File: config.mk
export PLATFORM = sky130hd
export DESIGN_NAME = imem_loader
export DESIGN_NICKNAME = d
export VERILOG_FILES = /design/src/rtl/imem_pkg.sv /design/src/rtl/imem_word_packer.sv /design/src/rtl/imem_loader.sv
export SDC_FILE = /design/constraint.sdc
export NUM_CORES = 1
export LEC_CHECK = 0
export ABC_AREA = 1
export CAP_MARGIN = 15
export CORE_MARGIN = 2
export CORE_UTILIZATION = 52
export CTS_CLUSTER_DIAMETER = 200
export CTS_CLUSTER_SIZE = 25
export DETAILED_ROUTE_END_ITERATION = 8
export GPL_ROUTABILITY_DRIVEN = 0
export PLACE_DENSITY_LB_ADDON = 0.08
export SLEW_MARGIN = 10
export SYNTH_ARGS = -nofsm -noshare
export SYNTH_HDL_FRONTEND = slang
export SYNTH_HIERARCHICAL = 1
export SYNTH_SLANG_ARGS = --single-unit
File: constraint.sdc
create_clock -name clk -period 1.95 [get_ports clk]
set_input_delay 0.39 -clock clk [delete_from_list [all_inputs] [get_ports clk]]
set_output_delay 0.39 -clock clk [all_outputs]
set_load 0.005 [all_outputs]
File: src/rtl/imem_pkg.sv
// Shared definitions for the instruction-memory loader: memory geometry and loader FSM states.
package imem_pkg;

    localparam int IMEM_ADDR_W = 13;
    localparam int IMEM_DEPTH  = 8192;

    typedef enum logic [2:0] {
        IDLE,
        HDR0,
        HDR1,
        DATA,
        CSUM,
        DONE,
        ERR
    } loader_state_t;

endpackage

File: src/rtl/imem_word_packer.sv
// Packs accepted bytes little-endian into a 32-bit word and pulses word_valid
// for one cycle after the fourth byte of each word.
module imem_word_packer (
    input  logic        clk,
    input  logic        rst,
    input  logic        clear,
    input  logic [7:0]  in_byte,
    input  logic        in_valid,
    output logic [1:0]  lane,
    output logic [31:0] word,
    output logic        word_valid
);

    // The full word stays in the assembly register during the word_valid cycle;
    // the next word's first byte only overwrites it on the following edge.
    always_ff @(posedge clk or posedge rst) begin
        if (rst) begin
            lane       <= 2'd0;
            word       <= 32'd0;
            word_valid <= 1'b0;
        end else begin
            word_valid <= 1'b0;
            if (clear) begin
                lane <= 2'd0;
                word <= 32'd0;
            end else if (in_valid) begin
                word[{lane, 3'b000} +: 8] <= in_byte;
                lane                      <= lane + 2'd1;
                word_valid                <= (lane == 2'd3);
            end
        end
    end

endmodule

File: src/rtl/imem_loader.sv
// Byte-stream program loader: 16-bit word-count header, little-endian payload packing,
// sequential instruction-memory writes. Optional trailing XOR checksum: IMEM_LOADER_CHECKSUM_EN.
module imem_loader
    import imem_pkg::*;
#(
    parameter int ADDR_W    = IMEM_ADDR_W,
    parameter int MAX_WORDS = IMEM_DEPTH
) (
    input  logic              clk,
    input  logic              rst,
    input  logic              start,
    input  logic              in_valid,
    input  logic [7:0]        in_data,
    output logic              in_ready,
    output logic              mem_we,
    output logic [ADDR_W-1:0] mem_addr,
    output logic [31:0]       mem_wdata,
    output logic              busy,
    output logic              done,
    output logic              err,
    output logic              cpu_hold
);

`ifdef IMEM_LOADER_CHECKSUM_EN
    localparam loader_state_t AFTER_PAYLOAD = CSUM;
`else
    localparam loader_state_t AFTER_PAYLOAD = DONE;
`endif

    loader_state_t     state, state_next;
    logic [7:0]        count_lo;
    logic [15:0]       count;
    logic [15:0]       word_cnt;
    logic [ADDR_W-1:0] addr;
    logic [15:0]       hdr_count;
    logic              start_acc;
    logic              accept;
    logic              last_word;
    logic [1:0]        lane;
`ifdef IMEM_LOADER_CHECKSUM_EN
    logic [7:0]        csum;
`endif

    assign start_acc = start && (state == IDLE || state == DONE || state == ERR);
    assign accept    = in_valid && in_ready;
    assign hdr_count = {in_data, count_lo};
    assign last_word = (word_cnt + 16'd1) == count;

    imem_word_packer u_packer (
        .clk        (clk),
        .rst        (rst),
        .clear      (start_acc),
        .in_byte    (in_data),
        .in_valid   (accept && state == DATA),
        .lane       (lane),
        .word       (mem_wdata),
        .word_valid (mem_we)
    );

    always_ff @(posedge clk or posedge rst) begin
        if (rst) state <= IDLE;
        else     state <= state_next;
    end

    always_comb begin
        state_next = state;
        in_ready   = 1'b0;
        busy       = 1'b0;
        case (state)
            IDLE: if (start) state_next = HDR0;
            HDR0: begin
                in_ready = 1'b1;
                busy     = 1'b1;
                if (in_valid) state_next = HDR1;
            end
            HDR1: begin
                in_ready = 1'b1;
                busy     = 1'b1;
                if (in_valid) begin
                    if (hdr_count == 16'd0)                 state_next = AFTER_PAYLOAD;
                    else if (hdr_count > 16'(MAX_WORDS))    state_next = ERR;
                    else                                    state_next = DATA;
                end
            end
            DATA: begin
                in_ready = 1'b1;
                busy     = 1'b1;
                if (in_valid && lane == 2'd3 && last_word) state_next = AFTER_PAYLOAD;
            end
`ifdef IMEM_LOADER_CHECKSUM_EN
            CSUM: begin
                in_ready = 1'b1;
                busy     = 1'b1;
                if (in_valid) state_next = (in_data == csum) ? DONE : ERR;
            end
`endif
            DONE, ERR: if (start) state_next = HDR0;
            default: state_next = IDLE;
        endcase
    end

    // Address advances at the end of each write cycle, so mem_addr is stable while mem_we is high.
    always_ff @(posedge clk or posedge rst) begin
        if (rst) begin
            count_lo <= 8'd0;
            count    <= 16'd0;
            word_cnt <= 16'd0;
            addr     <= '0;
        end else if (start_acc) begin
            word_cnt <= 16'd0;
            addr     <= '0;
        end else begin
            if (accept && state == HDR0) count_lo <= in_data;
            if (accept && state == HDR1) count    <= hdr_count;
            if (accept && state == DATA && lane == 2'd3) word_cnt <= word_cnt + 16'd1;
            if (mem_we) addr <= addr + 1'b1;
        end
    end

`ifdef IMEM_LOADER_CHECKSUM_EN
    always_ff @(posedge clk or posedge rst) begin
        if (rst)                            csum <= 8'd0;
        else if (start_acc)                 csum <= 8'd0;
        else if (accept && state == DATA)   csum <= csum ^ in_data;
    end
`endif

    assign mem_addr = addr;
    assign done     = (state == DONE);
    assign err      = (state == ERR);
    assign cpu_hold = (state != DONE);

endmodule
==> reports/results.tsv <==
stage	metric	value	unit
global_routing	antenna_found_initial	0	
global_routing	grt_first_pass_wirelength	20.2	mm
sta	max_freq	504	MHz
sta	drv_slew	0	
floorplanning	dieArea	0.00994	sq mm
synth	yosys.area.top_type	dfrtp_1	
synth	synthTopCellsByArea	dfrtp_1 48%, nand2_1 17%, o21ai_0 5.1%	
synth	synth_area	0.00476	sq mm
power	power.density	993	mW/mm^2
synth	synth-edff-count	0	
clocking	h-tree-depth	3	
global_routing	grt-ovfl-total	0	
detailed_routing	ant_nets	0	
detailed_routing	viasPerCell	5.40	
detailed_routing	dr.pass1.iters	5	
power	p_leak	2.87	nW
clocking	cts_tree	built	
sta	rsz0062_at_grt	true	
sta	hold_viol	0	
synth	synth_area_per_cell	7.67	sq um
sta	slew_headroom	70.1	%
sta	whs	0.433	ns
floorplanning	rows	34	
synth	synth_seq_area_share	47.8	%
sta	worst_pin_slew	0.447	ns
sta	finalSetupViolCount	1	
floorplanning	initial_core_util	54.1	%
floorplanning	ioPinCount	63	
global_routing	grt_pass1_vias	4209	
placement	portBuffers	62	
cells_and_area	multiInputGateArea	0.00230	sq mm
placement	dpl_worst_slack	-0.229	ns
cells_and_area	ff_latch_area	0.00228	sq mm
sta	fin_crit	1.98	ns
sta	fin_ws	-0.0328	ns
synth	async_flop_share	100	%
worst_setup_path	critPathLaunchType	flop	
run	cap_violations	0	
synth	syn_nets	641	
worst_setup_path	required	2.20	ns
synth	synthTopCellsByCount	215 x nand2_1, 91 x dfrtp_1, 64 x inv_1	
detailed_routing	avgRoutedWirePerCell	14.9	microns
detailed_routing	drtIter0Drc	247	
floorplanning	core	0.00881	sq mm
status	outcome	finished with violations	
synth	synth-warning-count	6	
power	power	6.09	mW
clocking	clock_latency	0.35	ns
synth	ys_types	35	
power	ir_drop	0.000652	V
synth	yosysTopAreaCellShare	47.8	%
worst_hold_path	hold_class	in2async	
cells_and_area	layout-drive-gt1-share	16.7	%
synth	synth-main-ff-cell	dfrtp_1	
sta	fin_crit_sh	102	%
global_routing	track_usage	25.4	%
detailed_routing	totalWireLength	12.5	mm
global_routing	grt_max_degree	57	
sta	fin_skew	0.0138	ns
clocking	numCtsBuffers	9	
sta	tns	-0.0328	ns
synth	ys_seq_elements	91	
cells_and_area	diodes	0	
clocking	clk_pin_slew	0.10	ns
clocking	cts_root_buf	clkbuf_8	
worst_setup_path	cp.arrival	2.23	ns
cells_and_area	fin_util	69.6	%
floorplanning	fp.dieH	99.7	microns
cells_and_area	nets	746	
synth	postSynthCellCount	621	
status	failed_checks	setup timing	
cells_and_area	fill_cells	708	
synth	yosysMostFrequentCell	nand2_1	
detailed_routing	vias	4529	
placement	hpwl	8.81	mm
worst_setup_path	cp_max_fo	3	
cells_and_area	area_delta_synth_final	28.8	%
detailed_routing	remaining_drc_errors	0	
worst_setup_path	crit_type	reg2reg	
clocking	cts.path.max_buffers	2	
clocking	cts_num_sinks	91	
floorplanning	dieWidth	99.7	microns
worst_setup_path	cp-end-kind	flop	
[layout by cell type, fill, tap and decap left out, types with 5 or more instances in the layout]
cell / netlist / routed
xor2_1: 5 / 5
nor2_4: 2 / 8
o22ai_1: 11 / 11
buf_4: 2 / 38
a21oi_1: 25 / 22
nand2_1: 215 / 208
nand4_1: 10 / 10
nand3_1: 41 / 38
inv_1: 64 / 59
dfrtp_1: 91 / 90
clkbuf_8: 0 / 11
nor2_1: 42 / 30
clkdlybuf4s50_1: 0 / 57
o21ai_0: 49 / 48
nand3b_1: 6 / 6
nand2_2: 5 / 10
inv_2: 4 / 9
nor2_2: 5 / 11
ha_1: 8 / 7
[kinds of logic (layout without fill, tap and decap cells)]
family          count (synthesis)  count (layout)  share of synthesized area [%]
xor+xnor                        8               8                           1.79
flops                          91              91                           47.8
buf+inv                        82             192                           7.07
mux                             4               4                          0.946
simple gates                  339             339                           30.3
fa+ha+maj                       8               8                           2.10
compound gates                 89              89                           9.93
[worst max-delay path, stage by stage (launching register included)]
cell	delay [ns]
dfrtp_1	0.44
ha_4	0.20
buf_4	0.14
nor2_4	0.12
nor2_4	0.05
nand2_2	0.07
nand2_2	0.05
nor2_2	0.13
nand2_1	0.06
inv_1	0.06
nand3_2	0.06
nor2_2	0.10
nand3_2	0.10
nand2_2	0.12
nand2_1	0.06
nand2_1	0.05
nand2_1	0.05
[routing by layer]
metal,vias to the layer above,global-route usage [%],wire [microns]
li1,2211,-,-
met3,25,3.23,579
met4,0,8.43,285
met1,2159,35.3,5680
met5,-,0,0
met2,134,41.6,5930
[worst paths after layout]
check,start,to,slack (ns),cells past startpoint
max in group asynchronous,rst,u_packer/word[5],1.14,3
setup / recovery,word_cnt[1],state[1],-0.03,16
hold reg to reg,u_packer/word[26],u_packer/word[26],0.49,2
setup reg to reg,word_cnt[1],state[1],-0.03,16
hold / removal,rst,mem_addr[1],0.43,3
min in group clk,u_packer/word[26],u_packer/word[26],0.49,2
[stage by stage]
step	instance area (sq um)	instances
after floorplan	4760	621
after global placement	5710	811
after detailed placement	5710	811
after CTS	5950	831
after global routing	6130	839
final	6130	839
[timing repair]
action                                 in CTS  in global routing
gates resized for setup                    20                 41
endpoints found under the hold margin       0                  0
setup endpoints to repair                  35                 54
cloned                                      0                  1
setup buffers                               4                  7
pin swaps                                   2                 16
hold buffers                                0                  0
[where the power goes]
group	leakage [nW]	internal, mW	total [mW]	switching, mW
registers	1.22	2.21	2.49	0.278
logic	1.57	0.962	2.40	1.43
clock network	0.0819	0.535	1.20	0.665
[area by class of cell]
class,count,area share (%)
clock buffer,13,2.59
clock inverter,3,0.367
inverter,70,4.33
multi-input combinational,448,37.5
sequential,91,37.2
tap,108,2.20
timing repair buffer,106,15.8
[sequential cells by signal (all words and copies together), names as in the netlist]
signal               flops
u_packer/word           32
u_packer/lane            2
word_cnt                16
u_packer/word_valid      1
count                   16
mem_addr                13
count_lo                 8
state                    3
No activity file was read; power rests on OpenSTA's default activity.
